$ cat config.mk
export PLATFORM = sky130hd
export DESIGN_NAME = instr_loader_flat
export DESIGN_NICKNAME = d
export VERILOG_FILES = /design/src/rtl/instr_loader_if.sv /design/src/rtl/instr_loader.sv /design/src/flat_wrapper.sv
export SDC_FILE = /design/constraint.sdc
export NUM_CORES = 1
export LEC_CHECK = 0
export ABC_AREA = 1
export CELL_PAD_IN_SITES_DETAIL_PLACEMENT = 0
export CELL_PAD_IN_SITES_GLOBAL_PLACEMENT = 1
export CORE_ASPECT_RATIO = 0.8
export CORE_MARGIN = 5
export CORE_UTILIZATION = 28
export DETAILED_ROUTE_END_ITERATION = 16
export HOLD_SLACK_MARGIN = 0.12
export PLACE_DENSITY = 0.82
export SETUP_SLACK_MARGIN = 0.3
export SLEW_MARGIN = 20
export SYNTH_ARGS = -nofsm -noshare
export SYNTH_HDL_FRONTEND = slang
export SYNTH_SLANG_ARGS = --single-unit
export TNS_END_PERCENT = 30
$ cat constraint.sdc
create_clock -name clk -period 1.9 [get_ports clk]
set_input_delay 0.57 -clock clk [delete_from_list [all_inputs] [get_ports clk]]
set_output_delay 0.57 -clock clk [all_outputs]
set_load 0.05 [all_outputs]
$ cat src/rtl/instr_loader_if.sv
// Loader bus bundle: boot request, instruction stream handshake and the
// instruction-memory / PC control outputs driven by the loader.
//
// Handshake: a word on in_data is transferred on a rising clk edge where
// in_valid and in_ready are both high; in_valid may be raised at any time
// and in_data must be held stable while in_valid is high and in_ready low.
interface instr_loader_if #(
  parameter int ADDR_W = 8
);
  logic              start;
  logic [ADDR_W:0]   prog_len;
  logic              in_valid;
  logic [31:0]       in_data;
  logic              in_ready;
  logic [31:0]       mem_addr;
  logic [31:0]       mem_wdata;
  logic              mem_write;
  logic              mem_read;
  logic              pc_reset;
  logic              pc_write;
  logic              initializing;
  logic [ADDR_W:0]   words_loaded;
  logic              done;
  logic              error;

  modport master (
    output start, prog_len, in_valid, in_data,
    input  in_ready, mem_addr, mem_wdata, mem_write, mem_read,
           pc_reset, pc_write, initializing, words_loaded, done, error
  );

  modport slave (
    input  start, prog_len, in_valid, in_data,
    output in_ready, mem_addr, mem_wdata, mem_write, mem_read,
           pc_reset, pc_write, initializing, words_loaded, done, error
  );
endinterface

$ cat src/rtl/instr_loader.sv
// Boot-time program loader: streams instruction words into consecutive
// instruction-memory words, then releases the PC / pipeline.
module instr_loader #(
  parameter int          ADDR_W    = 8,
  parameter int          MAX_WORDS = 256,
  parameter logic [31:0] BASE_ADDR = 32'd0
) (
  input  logic           clk,
  input  logic           reset_n,
  instr_loader_if.slave  bus,
  output logic [2:0]     dbg_state_o
);

  typedef enum logic [2:0] {
    S_IDLE  = 3'd0,
    S_LOAD  = 3'd1,
    S_DRAIN = 3'd2,
    S_RUN   = 3'd3,
    S_ERR   = 3'd4
  } state_e;

  localparam logic [ADDR_W:0] MAX_LEN = (ADDR_W+1)'(MAX_WORDS);

  state_e          state_q, state_d;
  logic [ADDR_W:0] len_q, len_d;
  logic [ADDR_W:0] words_q, words_d;
  logic [ADDR_W:0] words_inc;
  logic [31:0]     mem_addr_q, mem_addr_d;
  logic [31:0]     mem_wdata_q, mem_wdata_d;
  logic            mem_write_q, mem_write_d;
  logic            mem_read_q, mem_read_d;
  logic            pc_reset_q, pc_reset_d;
  logic            pc_write_q, pc_write_d;
  logic            init_q, init_d;
  logic            done_q, done_d;
  logic            error_q, error_d;
  logic            in_ready;
  logic            hs;

  assign in_ready  = (state_q == S_LOAD);
  assign hs        = bus.in_valid & in_ready;
  assign words_inc = words_q + 1'b1;

  // State and registered outputs; reset restores the pre-boot condition and
  // drops any write still pending from the last accepted word.
  always_ff @(posedge clk or negedge reset_n) begin
    if (!reset_n) begin
      state_q     <= S_IDLE;
      len_q       <= '0;
      words_q     <= '0;
      mem_addr_q  <= BASE_ADDR;
      mem_wdata_q <= '0;
      mem_write_q <= 1'b0;
      mem_read_q  <= 1'b0;
      pc_reset_q  <= 1'b1;
      pc_write_q  <= 1'b0;
      init_q      <= 1'b1;
      done_q      <= 1'b0;
      error_q     <= 1'b0;
    end else begin
      state_q     <= state_d;
      len_q       <= len_d;
      words_q     <= words_d;
      mem_addr_q  <= mem_addr_d;
      mem_wdata_q <= mem_wdata_d;
      mem_write_q <= mem_write_d;
      mem_read_q  <= mem_read_d;
      pc_reset_q  <= pc_reset_d;
      pc_write_q  <= pc_write_d;
      init_q      <= init_d;
      done_q      <= done_d;
      error_q     <= error_d;
    end
  end

  // Next state: RUN and ERR are absorbing, only reset leaves them.
  always_comb begin
    state_d = state_q;
    unique case (state_q)
      S_IDLE: begin
        if (bus.start) begin
          if (bus.prog_len == '0)          state_d = S_RUN;
          else if (bus.prog_len > MAX_LEN) state_d = S_ERR;
          else                             state_d = S_LOAD;
        end
      end
      S_LOAD:  if (hs && (words_inc == len_q)) state_d = S_DRAIN;
      S_DRAIN: state_d = S_RUN;
      S_RUN:   state_d = S_RUN;
      S_ERR:   state_d = S_ERR;
      default: state_d = S_IDLE;
    endcase
  end

  // Next values of registered outputs; mem_write is a one-cycle pulse per word.
  always_comb begin
    len_d       = len_q;
    words_d     = words_q;
    mem_addr_d  = mem_addr_q;
    mem_wdata_d = mem_wdata_q;
    mem_write_d = 1'b0;
    mem_read_d  = mem_read_q;
    pc_reset_d  = pc_reset_q;
    pc_write_d  = pc_write_q;
    init_d      = init_q;
    done_d      = done_q;
    error_d     = error_q;

    if ((state_q == S_IDLE) && (state_d == S_LOAD)) begin
      len_d = bus.prog_len;
    end

    if (hs) begin
      mem_wdata_d = bus.in_data;
      mem_addr_d  = BASE_ADDR + (32'(words_q) << 2);
      mem_write_d = 1'b1;
      words_d     = words_inc;
    end

    if ((state_d == S_RUN) && (state_q != S_RUN)) begin
      pc_reset_d = 1'b0;
      pc_write_d = 1'b1;
      mem_read_d = 1'b1;
      init_d     = 1'b0;
      done_d     = 1'b1;
    end

    if (state_d == S_ERR) begin
      error_d = 1'b1;
    end
  end

  assign bus.in_ready     = in_ready;
  assign bus.mem_addr     = mem_addr_q;
  assign bus.mem_wdata    = mem_wdata_q;
  assign bus.mem_write    = mem_write_q;
  assign bus.mem_read     = mem_read_q;
  assign bus.pc_reset     = pc_reset_q;
  assign bus.pc_write     = pc_write_q;
  assign bus.initializing = init_q;
  assign bus.words_loaded = words_q;
  assign bus.done         = done_q;
  assign bus.error        = error_q;
  assign dbg_state_o      = state_q;

endmodule

$ cat src/flat_wrapper.sv
// flat-port wrapper written by rule: the top's interface ports become plain ports
module instr_loader_flat 
#(
  parameter int          ADDR_W    = 8,
  parameter int          MAX_WORDS = 256,
  parameter logic [31:0] BASE_ADDR = 32'd0
)
  (clk, reset_n, dbg_state_o, bus_start, bus_prog_len, bus_in_valid, bus_in_data, bus_in_ready, bus_mem_addr, bus_mem_wdata, bus_mem_write, bus_mem_read, bus_pc_reset, bus_pc_write, bus_initializing, bus_words_loaded, bus_done, bus_error);
  instr_loader_if #(.ADDR_W(ADDR_W)) bus_i ();
  input  logic clk;
  input  logic reset_n;
  output logic [2:0] dbg_state_o;
  input wire logic [$bits(bus_i.start)-1:0] bus_start;
  input wire logic [$bits(bus_i.prog_len)-1:0] bus_prog_len;
  input wire logic [$bits(bus_i.in_valid)-1:0] bus_in_valid;
  input wire logic [$bits(bus_i.in_data)-1:0] bus_in_data;
  output wire logic [$bits(bus_i.in_ready)-1:0] bus_in_ready;
  output wire logic [$bits(bus_i.mem_addr)-1:0] bus_mem_addr;
  output wire logic [$bits(bus_i.mem_wdata)-1:0] bus_mem_wdata;
  output wire logic [$bits(bus_i.mem_write)-1:0] bus_mem_write;
  output wire logic [$bits(bus_i.mem_read)-1:0] bus_mem_read;
  output wire logic [$bits(bus_i.pc_reset)-1:0] bus_pc_reset;
  output wire logic [$bits(bus_i.pc_write)-1:0] bus_pc_write;
  output wire logic [$bits(bus_i.initializing)-1:0] bus_initializing;
  output wire logic [$bits(bus_i.words_loaded)-1:0] bus_words_loaded;
  output wire logic [$bits(bus_i.done)-1:0] bus_done;
  output wire logic [$bits(bus_i.error)-1:0] bus_error;
  assign bus_i.start = bus_start;
  assign bus_i.prog_len = bus_prog_len;
  assign bus_i.in_valid = bus_in_valid;
  assign bus_i.in_data = bus_in_data;
  assign bus_in_ready = bus_i.in_ready;
  assign bus_mem_addr = bus_i.mem_addr;
  assign bus_mem_wdata = bus_i.mem_wdata;
  assign bus_mem_write = bus_i.mem_write;
  assign bus_mem_read = bus_i.mem_read;
  assign bus_pc_reset = bus_i.pc_reset;
  assign bus_pc_write = bus_i.pc_write;
  assign bus_initializing = bus_i.initializing;
  assign bus_words_loaded = bus_i.words_loaded;
  assign bus_done = bus_i.done;
  assign bus_error = bus_i.error;
  instr_loader #(.ADDR_W(ADDR_W), .MAX_WORDS(MAX_WORDS), .BASE_ADDR(BASE_ADDR)) u_core (.clk(clk), .reset_n(reset_n), .bus(bus_i), .dbg_state_o(dbg_state_o));
endmodule
==> impl_metrics.tcl, run 1 <==
set metrics [dict create \
    status "complete, but fails checks" \
    violations "setup timing" \
    crit_path_end_kind "flip-flop" \
    syn2layout_area_growth_pct 61.97 \
    ctsRootBufferMaster "clkbuf_16" \
    ant_nets 0 \
    clock_sinks 66 \
    cts.clk_slew.worst_paths_ns 0.06 \
    final_max_slew_viol_count 0 \
    synth_area_um2 3158 \
    r2r-start "u_core.bus.words_loaded[1]$_DFFE_PN0P_" \
    slowest_stage "dfrtp_1" \
    vias 2872 \
    finalSetupViolCount 9 \
    drive_above_1_share_pct 34.21 \
    fill_cells 1034 \
    grt_pass1_wl_um 13900 \
    rows 34 \
    regArea_um2 1660 \
    startpoint_type "flip-flop" \
    ys_seq_area_share_pct 52.34 \
    reg2reg_depth 15 \
    place_hpwl_um 6437 \
    synth-edff-count 0 \
    fin_crit_sh_pct 103.1 \
    grt_max_degree 41 \
    path_class "reg2reg" \
    synth_top_area_share_pct 51.51 \
    layout.nets 577 \
    layout_setup_ws_ns -0.05944 \
    synthDistinctLibCells 32 \
    worst_pin_slew_ns 0.5120 \
    gp_congestion 0.7648 \
    ctsHoldBuffers 0 \
    port_buffers 105 \
    die_area_um2 13520 \
    multi_input_area_um2 1405 \
    htree_num_levels 3 \
    routed_wl_um 9129 \
    postSynthCellCount 384 \
    ys.flop_type "dfrtp_1" \
    start_util_pct 28.89 \
    crit_path_max_fanout 6 \
    fin_crit_ns 1.959 \
    io_pins 129 \
    crit_cells 15 \
    core-area_um2 10930 \
    drv_cap 0 \
    cts_tree "built" \
    cp_slowest_stage_delay_ns 0.36 \
    hold_viol 0 \
    endpoint "u_core.len_q[6]$_DFFE_PN0P_" \
    whs_ns 0.2578 \
    dr.pass1.iters 4 \
    cts_buffers 9 \
    grt_setup_unrepaired "yes" \
    max-vdd-ir-drop_mv 0.8914 \
    cp_num_buf_inv 1 \
    arrival_ns 2.22 \
    async_reset_ff_share_pct 100.0 \
    drc 0 \
    crit_family "simple AND/OR/NAND/NOR gates" \
    rrSetupSlack_ns -0.06 \
    synth.most_common_cell "nand2_1" \
    synth_top_cell_by_area "dfrtp_1" \
    die_x_um 128.7 \
    grt-ovfl-total 0 \
    synthTopCellsByArea "dfrtp_1, nand2_1, buf_4, nand3_1, inv_1" \
    clock_path_buffers 2 \
    avgViaCountPerCell 4.230 \
    leakage_nw 2.589 \
    wl_per_cell_um 13.44 \
    total_power_mw 10.38 \
    slew_headroom_pct 65.87 \
    hold_class "in2async" \
    cp.required_ns 2.16 \
    syn_avg_cell_area_um2 8.224 \
    post-place-cells 638 \
    diodes 0 \
    r2r_end "u_core.len_q[6]$_DFFE_PN0P_" \
    grt_usage_pct 12.81 \
    clock_latency_ns 0.33 \
    antenna_found_initial 0 \
    pwr_density_cell_nw_per_um2 2030 \
    drt-initial-drc-count 143 \
    synth_commonest_cells "nand2_1, dfrtp_1, buf_4" \
    skew_ns 0.009313 \
    yosys_warnings 0 \
    synth-seq-cells 66 \
    cp_common_cell "nand2_1" \
    path_cells "buf_4 > nand2_1 > nor2_4 > nand2_2 > nand2_1 > nand3_1 > nand2_1 > nand2_1 > nor2_2 > nand2_2 > nand2_4 > nand3_4 > nand2_4 > nand2_1 > nand2_1" \
    timing.fmax_ghz 0.5104 \
    setup.worst_path.start "u_core.bus.words_loaded[1]$_DFFE_PN0P_" \
    grt_pass1_vias 2841 \
    fin_cells 679 \
    die_h_um 105.0 \
]
-- registers in the layout (all words and copies together) (netlist names) --
name	cells
u_core.bus.mem_wdata	32
u_core.bus.mem_addr	9
u_core.bus.words_loaded	9
u_core.len_q	9
u_core.dbg_state_o	3
u_core.bus.error	1
u_core.bus.initializing	1
u_core.bus.mem_read	1
u_core.bus.mem_write	1
-- per-layer routing --
| metal | vias to the layer above | GRT usage, % | part of all wire (%) |
|---|---|---|---|
| met5 | - | 0 | 0 |
| met3 | 13 | 4.335 | 6.8 |
| met1 | 1330 | 16.29 | 44 |
| met2 | 85 | 20.86 | 48 |
| met4 | 0 | 3.373 | 1.3 |
| li1 | 1444 | - | - |
-- logic make-up after synthesis --
group	Yosys count	synth area share, %
AND/OR/NAND/NOR	234	32.65
flip-flops	66	52.34
buffers and inverters	60	10.58
AO/OA/AOI/OAI	19	3.090
XOR/XNOR	3	0.8322
adder cells (fa/ha/maj)	1	0.3961
other	1	0.1187
-- metrics by stage --
step	setup WS (ns)	cell area (um2)	TNS, ns	utilization [%]
2_1_floorplan	-0.2602	3253	-2.521	-
3_3_place_gp	-0.4851	4375	-5.476	40.02
3_5_place_dp	-0.5534	4375	-6.203	40.02
4_1_cts	-0.01173	4858	-0.05270	44.44
5_1_grt	-0.1847	5115	-1.557	46.78
6_report	-0.05944	5115	-0.3598	46.78
-- placed cells by master (no fill, tap or decap), drive strengths merged --
master / n
nor2: 21
nor3: 2
nand3b: 4
or2: 4
nand4: 3
xnor2: 1
dlygate4sd2: 2
xor2: 2
bufinv: 1
clkbuf: 20
nand2: 175
dfstp: 1
a21oi: 2
nand3: 26
buf: 108
inv: 21
clkinv: 1
o211ai: 1
conb: 23
ha: 1
clkdlybuf4s50: 33
o21ai: 16
clkinvlp: 1
nor3b: 1
dfrtp: 65
-- layout make-up --
| type | instances | share of cell area (%) |
|---|---|---|
| inverters | 22 | 1.737 |
| well taps | 144 | 3.523 |
| clock buffers | 13 | 5.284 |
| multi-input cells | 282 | 27.47 |
| clock inverters | 2 | 0.6849 |
| flip-flops and latches | 66 | 32.46 |
| repair buffers | 150 | 28.84 |
-- worst min path at each step --
stage	endpoint	from	slack [ns]	depth (start not counted)
after floorplan	u_core.bus.error$_DFFE_PN0N_	reset_n	0.27	0
after global placement	u_core.bus.mem_wdata[18]$_DFFE_PN0P_	u_core.bus.mem_wdata[18]$_DFFE_PN0P_	0.47	2
after detailed placement	u_core.bus.error$_DFFE_PN0N_	u_core.bus.error$_DFFE_PN0N_	0.46	1
after CTS	u_core.bus.mem_wdata[4]$_DFFE_PN0P_	reset_n	0.26	2
after global routing	u_core.bus.error$_DFFE_PN0N_	reset_n	0.29	2
final	u_core.bus.mem_wdata[4]$_DFFE_PN0P_	reset_n	0.26	2
-- power breakdown --
| part | internal, mW | switching [mW] | total [mW] |
|---|---|---|---|
| registers | 2.04 | 0.486 | 2.53 |
| logic | 2.34 | 3.84 | 6.18 |
| clock network | 1.11 | 0.560 | 1.67 |
| total | 5.50 | 4.88 | 10.4 |
-- timing repair --
item | CTS | global route
pin swaps | 29 | 22
endpoints found under the setup margin | 24 | 70
gates cloned | 2 | 2
gates resized for setup | 56 | 38
buffers inserted | 5 | 17
Power figures use the tool's default switching activity.
==> run 2, diff against run 1 <==
Settings changed: HOLD_SLACK_MARGIN 0.12 to 0.1.
==> results of run 2 <==
Same layout as run 1: the final DEF is identical, and so are final timing and power.
